### config.mk
export PLATFORM = sky130hd
export DESIGN_NAME = rvlab_jtag_seq
export DESIGN_NICKNAME = d
export VERILOG_FILES = /design/src/rtl/rvlab_jtag_seq.sv
export SDC_FILE = /design/constraint.sdc
export NUM_CORES = 1
export LEC_CHECK = 0
export ABC_CLOCK_PERIOD_IN_PS = 6600
export CAP_MARGIN = 20
export CORE_MARGIN = 8
export CORE_UTILIZATION = 40
export CTS_CLUSTER_DIAMETER = 60
export DETAILED_ROUTE_END_ITERATION = 16
export GPL_TIMING_DRIVEN = 0
export PLACE_DENSITY = 0.59
export SYNTH_ARGS = -nofsm -noshare
export SYNTH_HDL_FRONTEND = slang
export SYNTH_SLANG_ARGS = --single-unit
export TNS_END_PERCENT = 1
### constraint.sdc
create_clock -name clk_i -period 6.6 [get_ports clk_i]
set_clock_uncertainty 0.2 [all_clocks]
set_input_delay 0.99 -clock clk_i [delete_from_list [all_inputs] [get_ports clk_i]]
set_output_delay 0.99 -clock clk_i [all_outputs]
set_load 0.03 [all_outputs]
### src/rtl/rvlab_jtag_seq.sv
// JTAG master sequencer: turns RESET/IRSCAN/DRSCAN/IDLE commands into TCK/TMS/TDI slot
// sequences that start and end in Run-Test/Idle, and returns the TDO bits captured while shifting.
module rvlab_jtag_seq #(
    parameter int unsigned ClkDiv = 4,
    parameter int unsigned MaxLen = 64,
    localparam int unsigned LenW = $clog2(MaxLen + 1)
) (
    input  logic              clk_i,
    input  logic              rst_i,
    input  logic              cmd_valid_i,
    output logic              cmd_ready_o,
    input  logic [1:0]        cmd_op_i,
    input  logic [LenW-1:0]   cmd_len_i,
    input  logic [MaxLen-1:0] cmd_data_i,
    output logic              rsp_valid_o,
    input  logic              rsp_ready_i,
    output logic [MaxLen-1:0] rsp_data_o,
    output logic              busy_o,
    output logic              tck_o,
    output logic              tms_o,
    output logic              tdi_o,
    output logic              trst_no,
    input  logic              tdo_i
);
    localparam int unsigned CntW = LenW + 1;
    localparam int unsigned PhW  = (ClkDiv > 1) ? $clog2(ClkDiv) : 1;
    localparam logic [1:0] OpReset = 2'd0;
    localparam logic [1:0] OpIr    = 2'd1;
    localparam logic [1:0] OpIdle  = 2'd3;

    typedef enum logic [2:0] {StAutoRst, StIdle, StPre, StShift, StPost, StRsp} state_e;

    state_e            state_q, state_d;
    logic [CntW-1:0]   cnt_q, cnt_d;
    logic [PhW-1:0]    ph_q, ph_d;
    logic              hi_q, hi_d, run_q, run_d, load;
    logic [1:0]        op_q, op_d;
    logic [LenW-1:0]   len_q, len_d, len_eff;
    logic [MaxLen-1:0] data_q, data_d, cap_q, cap_d;
    logic              tck_q, tck_d, tms_q, tms_d, tdi_q, tdi_d;

    function automatic logic [CntW-1:0] slot_count(state_e st, logic [1:0] op,
                                                   logic [LenW-1:0] len);
        logic [CntW-1:0] n;
        n = '0;
        case (st)
            StAutoRst: n = CntW'(6);
            StPre:     n = (op == OpIr) ? CntW'(4) : CntW'(3);
            StShift:   n = CntW'(len);
            StPost:    n = (op == OpReset) ? CntW'(6) : (op == OpIdle) ? CntW'(len) : CntW'(2);
            default:   n = '0;
        endcase
        return n;
    endfunction

    function automatic logic slot_tms(state_e st, logic [CntW-1:0] cnt, logic [1:0] op,
                                      logic [LenW-1:0] len);
        logic t;
        t = 1'b0;
        case (st)
            StAutoRst: t = (cnt != CntW'(5));
            StPre:     t = (op == OpIr) ? (cnt < CntW'(2)) : (cnt == '0);
            StShift:   t = (cnt == CntW'(len) - CntW'(1));
            StPost:    t = (op == OpReset) ? (cnt != CntW'(5)) : (op == OpIdle) ? 1'b0
                                                                             : (cnt == '0);
            default:   t = 1'b0;
        endcase
        return t;
    endfunction

    assign cmd_ready_o = (state_q == StIdle);
    assign rsp_valid_o = (state_q == StRsp);
    assign rsp_data_o  = cap_q;
    assign busy_o      = (state_q == StAutoRst) || (state_q == StPre) ||
                         (state_q == StShift) || (state_q == StPost);
    assign tck_o       = tck_q;
    assign tms_o       = tms_q;
    assign tdi_o       = tdi_q;
    assign trst_no     = ~rst_i;

    always_comb begin
        state_d = state_q;
        cnt_d   = cnt_q;
        ph_d    = ph_q;
        hi_d    = hi_q;
        run_d   = run_q;
        op_d    = op_q;
        len_d   = len_q;
        data_d  = data_q;
        cap_d   = cap_q;
        tck_d   = tck_q;
        tms_d   = tms_q;
        tdi_d   = tdi_q;
        load    = 1'b0;

        if (cmd_len_i == '0) begin
            len_eff = LenW'(1);
        end else if (cmd_len_i > LenW'(MaxLen)) begin
            len_eff = LenW'(MaxLen);
        end else begin
            len_eff = cmd_len_i;
        end

        if (run_q) begin
            if (ph_q == PhW'(ClkDiv - 1)) begin
                ph_d  = '0;
                hi_d  = ~hi_q;
                tck_d = ~hi_q;
                if (!hi_q) begin
                    if (state_q == StShift) begin
                        for (int unsigned i = 0; i < MaxLen; i++) begin
                            if (cnt_q == CntW'(i)) cap_d[i] = tdo_i;
                        end
                    end
                end else begin
                    // Falling TCK ends the slot; the next slot's TMS/TDI launch here.
                    load = 1'b1;
                    if (cnt_q + CntW'(1) == slot_count(state_q, op_q, len_q)) begin
                        cnt_d = '0;
                        case (state_q)
                            StAutoRst: state_d = StIdle;
                            StPre:     state_d = StShift;
                            StShift:   state_d = StPost;
                            default:   state_d = StRsp;
                        endcase
                        run_d = (state_d != StIdle) && (state_d != StRsp);
                    end else begin
                        cnt_d = cnt_q + CntW'(1);
                    end
                end
            end else begin
                ph_d = ph_q + PhW'(1);
            end
        end else begin
            case (state_q)
                StAutoRst: run_d = 1'b1;
                StIdle: begin
                    if (cmd_valid_i) begin
                        load   = 1'b1;
                        op_d   = cmd_op_i;
                        data_d = cmd_data_i;
                        cap_d  = '0;
                        len_d  = (cmd_op_i == OpIdle) ? cmd_len_i : len_eff;
                        cnt_d  = '0;
                        ph_d   = '0;
                        hi_d   = 1'b0;
                        run_d  = 1'b1;
                        if (cmd_op_i == OpReset) begin
                            state_d = StPost;
                        end else if (cmd_op_i == OpIdle) begin
                            state_d = (cmd_len_i == '0) ? StRsp : StPost;
                            run_d   = (cmd_len_i != '0);
                        end else begin
                            state_d = StPre;
                        end
                    end
                end
                StRsp: if (rsp_ready_i) state_d = StIdle;
                default: ;
            endcase
        end

        if (load) begin
            tms_d = run_d ? slot_tms(state_d, cnt_d, op_d, len_d) : 1'b0;
            tdi_d = 1'b0;
            if (state_d == StShift) begin
                for (int unsigned i = 0; i < MaxLen; i++) begin
                    if (cnt_d == CntW'(i)) tdi_d = data_d[i];
                end
            end
        end
    end

    always_ff @(posedge clk_i or posedge rst_i) begin
        if (rst_i) begin
            state_q <= StAutoRst;
            cnt_q   <= '0;
            ph_q    <= '0;
            hi_q    <= 1'b0;
            run_q   <= 1'b0;
            op_q    <= 2'd0;
            len_q   <= '0;
            data_q  <= '0;
            cap_q   <= '0;
            tck_q   <= 1'b0;
            tms_q   <= 1'b1;
            tdi_q   <= 1'b0;
        end else begin
            state_q <= state_d;
            cnt_q   <= cnt_d;
            ph_q    <= ph_d;
            hi_q    <= hi_d;
            run_q   <= run_d;
            op_q    <= op_d;
            len_q   <= len_d;
            data_q  <= data_d;
            cap_q   <= cap_d;
            tck_q   <= tck_d;
            tms_q   <= tms_d;
            tdi_q   <= tdi_d;
        end
    end
endmodule

==> results of run 1 <==
## final timing paths
path / to / slack, ns / startpoint
worst min-delay path: data_q[42] / 0.27 / data_q[42]
worst max register to register: tdi_o / 1.83 / cnt_q[0]
min in group asynchronous: rsp_data_o[62] / 0.75 / rst_i
worst max-delay path: tdi_o / 1.83 / cmd_valid_i
worst min register to register: data_q[42] / 0.27 / data_q[42]
max in group asynchronous: tms_o / 4.59 / rst_i
## worst max-delay path: cells and delay by family
kind	cells	cell delay (ns)
compound gates	5	0.73
simple gates	4	0.64
buf+inv	5	2.45
mux	1	0.07
## layout by cell type (no fill, tap or decap), types with 15 or more instances in the layout
cell type / synthesis / final
dfrtp_1: 154 / 154
nor3_1: 19 / 19
o21ai_0: 153 / 153
nand2_1: 213 / 213
clkbuf_16: 0 / 17
a31oi_1: 15 / 15
inv_1: 35 / 34
clkbuf_1: 50 / 51
a22o_1: 60 / 60
a21oi_1: 25 / 25
nor2_1: 43 / 43
clkdlybuf4s50_1: 0 / 148
mux2i_1: 26 / 26
nand3_1: 21 / 21
## cell families (layout without fill, tap and decap cells)
| family | count (synthesis) | count (layout) |
|---|---|---|
| compound gates | 348 | 348 |
| buf+inv | 105 | 287 |
| mux | 28 | 28 |
| flops | 155 | 155 |
| fa+ha+maj | 8 | 8 |
| xor+xnor | 16 | 16 |
| simple gates | 372 | 372 |
## routing by layer
| metal | track usage | vias to the layer above |
|---|---|---|
| li1 | - | 4061 |
| met5 | 0 | - |
| met4 | 0.0835 | 0 |
| met2 | 0.368 | 282 |
| met1 | 0.287 | 4065 |
| met3 | 0.0361 | 47 |
## cell usage after synthesis (3+ instances only)
cell / count / area, µm²
nand4_1: 13 / 81.3
dfrtp_1: 154 / 3850
nor4_1: 5 / 31.3
a21boi_0: 3 / 22.5
o211a_1: 3 / 30.0
xor2_1: 3 / 26.3
ha_1: 8 / 100
buf_1: 8 / 30.0
mux2i_1: 26 / 260
nand3_1: 21 / 105
nor2_1: 43 / 161
clkbuf_1: 50 / 188
nand2_1: 213 / 800
or4_1: 4 / 30.0
or3_1: 4 / 25.0
a22oi_1: 5 / 37.5
o211ai_1: 5 / 37.5
nor2b_1: 8 / 50.1
and2_1: 9 / 56.3
o2111a_1: 3 / 33.8
a21oi_1: 25 / 125
a211oi_1: 3 / 22.5
o21a_1: 6 / 45.0
nand2b_1: 10 / 62.6
xnor2_1: 13 / 114
o21ai_1: 7 / 35.0
inv_1: 35 / 131
a211o_1: 3 / 26.3
a21o_1: 3 / 22.5
o2111ai_1: 5 / 43.8
buf_2: 8 / 40.0
o21ai_0: 153 / 766
o31ai_1: 7 / 52.6
o22ai_1: 4 / 25.0
a2bb2oi_1: 6 / 52.6
a22o_1: 60 / 526
a31oi_1: 15 / 93.8
nor3_1: 19 / 95.1
and3_1: 4 / 25.0
## layout make-up
| cell class | count | share of cell area |
|---|---|---|
| multi-input cells | 772 | 0.401 |
| flip-flops and latches | 155 | 0.343 |
| repair buffers | 150 | 0.134 |
| clock buffers | 19 | 0.0392 |
| well taps | 280 | 0.0310 |
| plain buffers | 69 | 0.0251 |
| clock inverters | 13 | 0.0138 |
| inverters | 36 | 0.0126 |
## metrics by stage
| stage | hold slack [ns] | setup TNS (ns) | area [µm²] |
|---|---|---|---|
| finish | 0.275 | 0 | 11300 |
| detailed placement | 0.257 | 0 | 10700 |
| CTS | 0.273 | 0 | 11300 |
| floorplan | 0.233 | 0 | 8840 |
| global placement | 0.253 | -175.91 | 10700 |
| global route | 0.296 | 0 | 11300 |
## flip-flops by register name (all words and copies together), names as in the netlist
name and count:
op_q 2, hi_q 1, len_q 7, tms_o 1
cnt_q 8, tck_o 1, state_q 3, run_q 1
data_q 64, rsp_data_o 64, tdi_o 1, ph_q 2
## report_power, final
part / switching, µW / total, µW / internal [µW]
sequential: 0 / 950 / 950
clock: 442 / 1020 / 578
combinational: 32.4 / 77.1 / 44.7
total: 474 / 2050 / 1570
==> impl_metrics.py, run 1 <==
metrics = {
    "logic_synthesis": {
        "synth_xor_area_frac": 0.0159,
        "synthFlopType": "dfrtp_1",
        "synth_edf_count": 0,
        "syn_nets": 1118,
        "synth.avg_cell_area_um2": 8.56,
        "synth_cells": 1032,
        "netlist_area_um2": 8840,
        "synth_compound_area_frac": 0.262,
        "yosysWarningCount": 0,
        "ys_seq_area_frac": 0.439,
        "synthSimpleGateAreaFrac": 0.192,
        "synthDistinctLibCells": 83,
        "async_flop_share": 1.00,
        "synth_top_family_by_area": "compound AO/OA/AOI/OAI gates",
        "synth_fa_ha_area_frac": 0.0113,
        "synth_mux_area_frac": 0.0320,
        "ys_seq_elements": 155,
    },
    "placement": {
        "place_ws_ns": 1.38,
        "gp_congestion": 0.961,
        "place_hpwl_um": 22600,
        "port_buffers": 148,
        "place_inst": 1461,
    },
    "cts": {
        "clk_latency_ns": 0.44,
        "path_clk_slew_ns": 0.06,
        "clk_path_buf_depth": 2,
        "cts.sinks": 155,
        "cts_tree": "built",
        "htreeDepth": 4,
        "cts_setup_buffers": 0,
        "clock-root-buffer": "clkbuf_16",
        "postCtsHoldBufs": 0,
        "cts_resized": 0,
        "cts_made_buffers": 17,
    },
    "floorplanning": {
        "die_w_um": 165,
        "core-area_um2": 21800,
        "start_util": 0.406,
        "die_area_um2": 27100,
        "die_y_um": 165,
        "rows": 54,
        "io_pins": 149,
    },
    "sta": {
        "setup_violations": 0,
        "worst_slack_ns": 1.83,
        "slew_headroom": 0.479,
        "worstMarginPinSlew_ns": 0.782,
        "finalCritPeriodShare": 0.723,
        "fmax_ghz": 0.210,
        "drv_slew": 0,
        "hold_viol": 0,
        "fin_crit_ns": 4.77,
        "rsz0062_at_grt": "no",
    },
    "hold_path": {
        "whs_path_depth": 2,
        "holdCritPathClass": "reg -> reg",
    },
    "global_routing": {
        "grt_max_degree": 110,
        "first_global_vias": 8292,
        "gr-total-overflow": 0,
        "antenna_found_initial": 0,
        "grtUsageTotal": 0.222,
        "grt_first_pass_wirelength_um": 46900,
    },
    "finish": {
        "multi_input_area_um2": 4540,
        "final_util": 0.520,
        "layout.cells.non_filler": 1494,
        "areaGrowthSynthToFinish_pct": 28.0,
        "seqCellArea_um2": 3880,
        "fillCellCount": 2138,
        "antenna_cells": 0,
        "nets": 1287,
        "drive_above_1_share": 0.0511,
    },
    "pwr": {
        "leakagePower_uw": 0.00492,
        "power_uw": 2050,
        "powerDensity_nw_per_um2": 181,
        "vdd_drop_max_mv": 0.163,
    },
    "worst_setup_path": {
        "start_kind": "primary input",
        "crit_path_max_fanout": 10,
        "criticalPathCategory": "in -> reg",
        "slowest_delay_ns": 0.56,
        "worstRegToRegCells": 15,
        "arrival_ns": 4.90,
        "crit_path_end_kind": "flip-flop",
        "crit_chain": "clkdlybuf4s50_1 -> nand4bb_1 -> nand2b_1 -> clkbuf_1 -> clkbuf_1 -> buf_1 -> buf_1 -> nand2_1 -> nand2_1 -> mux2i_1 -> a211oi_1 -> a21oi_1 -> o22ai_1 -> a22oi_1 -> o311ai_2",
        "cp_data_required_time_ns": 6.73,
        "slowest_stage": "buf_1",
    },
    "outcome": {
        "status": "finished, final reports clean",
    },
    "routing": {
        "top_layer": "met4",
        "dr_total_vias": 8455,
        "drt-total-wl_um": 29800,
        "drtIter0Drc": 599,
        "wl_met1_um": 13100,
        "drtAntennaViolNets": 0,
        "met3_length_um": 1740,
        "drtPass1Iterations": 5,
        "vias_per_cell": 5.66,
        "route.detailed.drc": 0,
        "wl_met2_um": 14100,
        "routedWlPerCell_um": 19.9,
    },
    "flow_run": {
        "drv_cap": 0,
    },
}
(Power assumes the default switching activity.)
==> run 2: changes to the inputs <==
--- a/config.mk
+++ b/config.mk
@@ -5,7 +5,7 @@
 export SDC_FILE = /design/constraint.sdc
 export NUM_CORES = 1
 export LEC_CHECK = 0
-export ABC_CLOCK_PERIOD_IN_PS = 6600
+export ABC_CLOCK_PERIOD_IN_PS = 5000
 export CAP_MARGIN = 20
 export CORE_MARGIN = 8
 export CORE_UTILIZATION = 40
==> constraint.sdc (replaced) <==
create_clock -name clk_i -period 5 [get_ports clk_i]
set_clock_uncertainty 0.2 [all_clocks]
set_input_delay 0.75 -clock clk_i [delete_from_list [all_inputs] [get_ports clk_i]]
set_output_delay 0.75 -clock clk_i [all_outputs]
set_load 0.03 [all_outputs]
==> run 2 against run 1 <==
Final cell count is 0.20% higher. Clock-buffer cell count is 1 lower. Power is 29% higher. Global-route usage is 0.24 points lower. Core utilization is 0.14 points higher. Sequential share of layout area is 0.091 points lower. First-iteration DRC count is 21% lower. Critical endpoint unchanged.
==> impl_metrics.py, run 2 (synthesis gave the netlist of run 1 again) <==
metrics = {
    "outcome": {
        "status": "finished, final reports clean",
    },
    "cts": {
        "cts.sinks": 155,
        "path_clk_slew_ns": 0.06,
        "htreeDepth": 4,
        "clock-root-buffer": "clkbuf_16",
        "cts_made_buffers": 17,
        "cts_setup_buffers": 0,
        "postCtsHoldBufs": 0,
        "cts_tree": "built",
        "clk_path_buf_depth": 2,
        "clk_latency_ns": 0.43,
    },
    "placement": {
        "gp_congestion": 0.935,
        "place_hpwl_um": 22900,
        "port_buffers": 148,
    },
    "pwr": {
        "leakagePower_uw": 0.00493,
        "power_uw": 2630,
        "vdd_drop_max_mv": 0.259,
        "powerDensity_nw_per_um2": 232,
    },
    "sta": {
        "finalCritPeriodShare": 0.934,
        "rsz0062_at_grt": "no",
        "fin_crit_ns": 4.67,
        "hold_viol": 0,
        "drv_slew": 0,
        "slew_headroom": 0.435,
        "fmax_ghz": 0.214,
        "setup_tns_ns": 0,
        "setup_violations": 0,
        "worstMarginPinSlew_ns": 0.848,
    },
    "floorplanning": {
        "die_w_um": 165,
        "io_pins": 149,
        "die_y_um": 165,
        "start_util": 0.406,
        "rows": 54,
        "die_area_um2": 27100,
        "core-area_um2": 21800,
    },
    "worst_setup_path": {
        "startpoint": "cnt_q[0]",
        "cp_data_required_time_ns": 5.10,
        "worstReg2RegStart": "cnt_q[0]",
        "criticalPathCategory": "reg -> reg",
        "ff2ff_setup_slack_ns": 0.33,
        "crit_path_end_kind": "flip-flop",
        "arrival_ns": 4.76,
        "cp-endpoint": "tdi_o",
        "worstRegToRegCells": 14,
        "r2r_end": "tdi_o",
        "start_kind": "flip-flop",
        "crit_path_max_fanout": 10,
    },
    "finish": {
        "antenna_cells": 0,
        "nets": 1290,
        "final_common_cell": "nand2_1",
        "final_cell_mix": "213 x nand2_1, 154 x dfrtp_1, 153 x o21ai_0, 148 x clkdlybuf4s50_1, 60 x a22o_1",
        "areaGrowthSynthToFinish_pct": 28.3,
        "final_util": 0.521,
        "drive_above_1_share": 0.0567,
    },
    "flow_run": {
        "drv_cap": 0,
    },
    "global_routing": {
        "gr-total-overflow": 0,
        "antenna_found_initial": 0,
        "grt_first_pass_wirelength_um": 46500,
        "grtUsageTotal": 0.220,
        "first_global_vias": 8363,
        "grt_max_degree": 42,
    },
    "routing": {
        "dr_total_vias": 8431,
        "drtIter0Drc": 476,
        "drtAntennaViolNets": 0,
        "drt-total-wl_um": 29700,
        "routedWlPerCell_um": 19.8,
        "route.detailed.drc": 0,
        "drtPass1Iterations": 7,
        "vias_per_cell": 5.63,
    },
    "hold_path": {
        "holdCritPathClass": "reg -> reg",
    },
}
-- run 2: how the worst min path moves through the flow --
stage          startpoint    endpoint  slack [ns]  depth (start not counted)
2_1_floorplan  data_q[63]  data_q[63]        0.23                          2
3_3_place_gp   data_q[26]  data_q[26]        0.25                          2
3_5_place_dp   data_q[54]  data_q[54]        0.26                          2
4_1_cts         data_q[5]   data_q[5]        0.28                          2
5_1_grt        data_q[12]  data_q[12]        0.29                          2
6_report       data_q[26]  data_q[26]        0.28                          2
-- run 2: through the flow --
| stage | cells | area [µm²] | hold WS [ns] | worst slack [ns] |
|---|---|---|---|---|
| after global placement | 1460 | 10700 | 0.254 | -1.29 |
| after detailed placement | 1464 | 10800 | 0.260 | 0.00575 |
| after floorplan | 1032 | 8840 | 0.233 | 1.11 |
| after global routing | 1497 | 11300 | 0.293 | 0.0629 |
| after CTS | 1496 | 11300 | 0.278 | 0.228 |
| final | 1497 | 11300 | 0.277 | 0.331 |
-- run 2: report_power, final --
group / leakage (µW) / total, µW / switching, µW / internal, µW
clock network: 0.000269 / 1270 / 578 / 695
logic: 0.00254 / 106 / 43.3 / 62.9
registers: 0.00212 / 1250 / 0 / 1250
-- run 2: layout make-up --
class                   instances  area [µm²]
clock buffers                  18         429
multi-input cells             772        4550
well taps                     280         350
repair buffers                153        1570
inverters                      36         139
fillers                      2113       10400
plain buffers                  69         288
clock inverters                14         133
flip-flops and latches        155        3880
-- run 2: critical path: stages, from the launching register on --
cell,delay (ns)
dfrtp_1,0.54
inv_1,0.17
ha_1,0.40
xnor2_1,0.15
or3_4,0.42
o21ai_0,0.22
and3_1,0.19
clkbuf_1,0.31
clkbuf_1,0.51
buf_1,0.49
nor3_1,0.12
a311oi_1,0.28
o21ai_0,0.14
a211oi_2,0.25
o311ai_2,0.12
-- run 2: metal layers --
metal / vias up / track usage / share of wire
li1: 4077 / - / -
met4: 0 / 0.0721 / 0.022
met2: 266 / 0.374 / 0.48
met5: - / 0 / 0
met3: 46 / 0.0371 / 0.058
met1: 4042 / 0.279 / 0.44
-- run 2: timing repair --
action                     CTS  global route
hold endpoints to repair     0             0
setup endpoints to repair    0             2
resized for setup            0             8
==> run 3: changes to the inputs <==
--- a/config.mk
+++ b/config.mk
@@ -5,7 +5,6 @@
 export SDC_FILE = /design/constraint.sdc
 export NUM_CORES = 1
 export LEC_CHECK = 0
-export ABC_CLOCK_PERIOD_IN_PS = 5000
 export CAP_MARGIN = 20
 export CORE_MARGIN = 8
 export CORE_UTILIZATION = 40
==> results of run 3 <==
The final DEF is identical to that of run 2; final timing and power are the same.
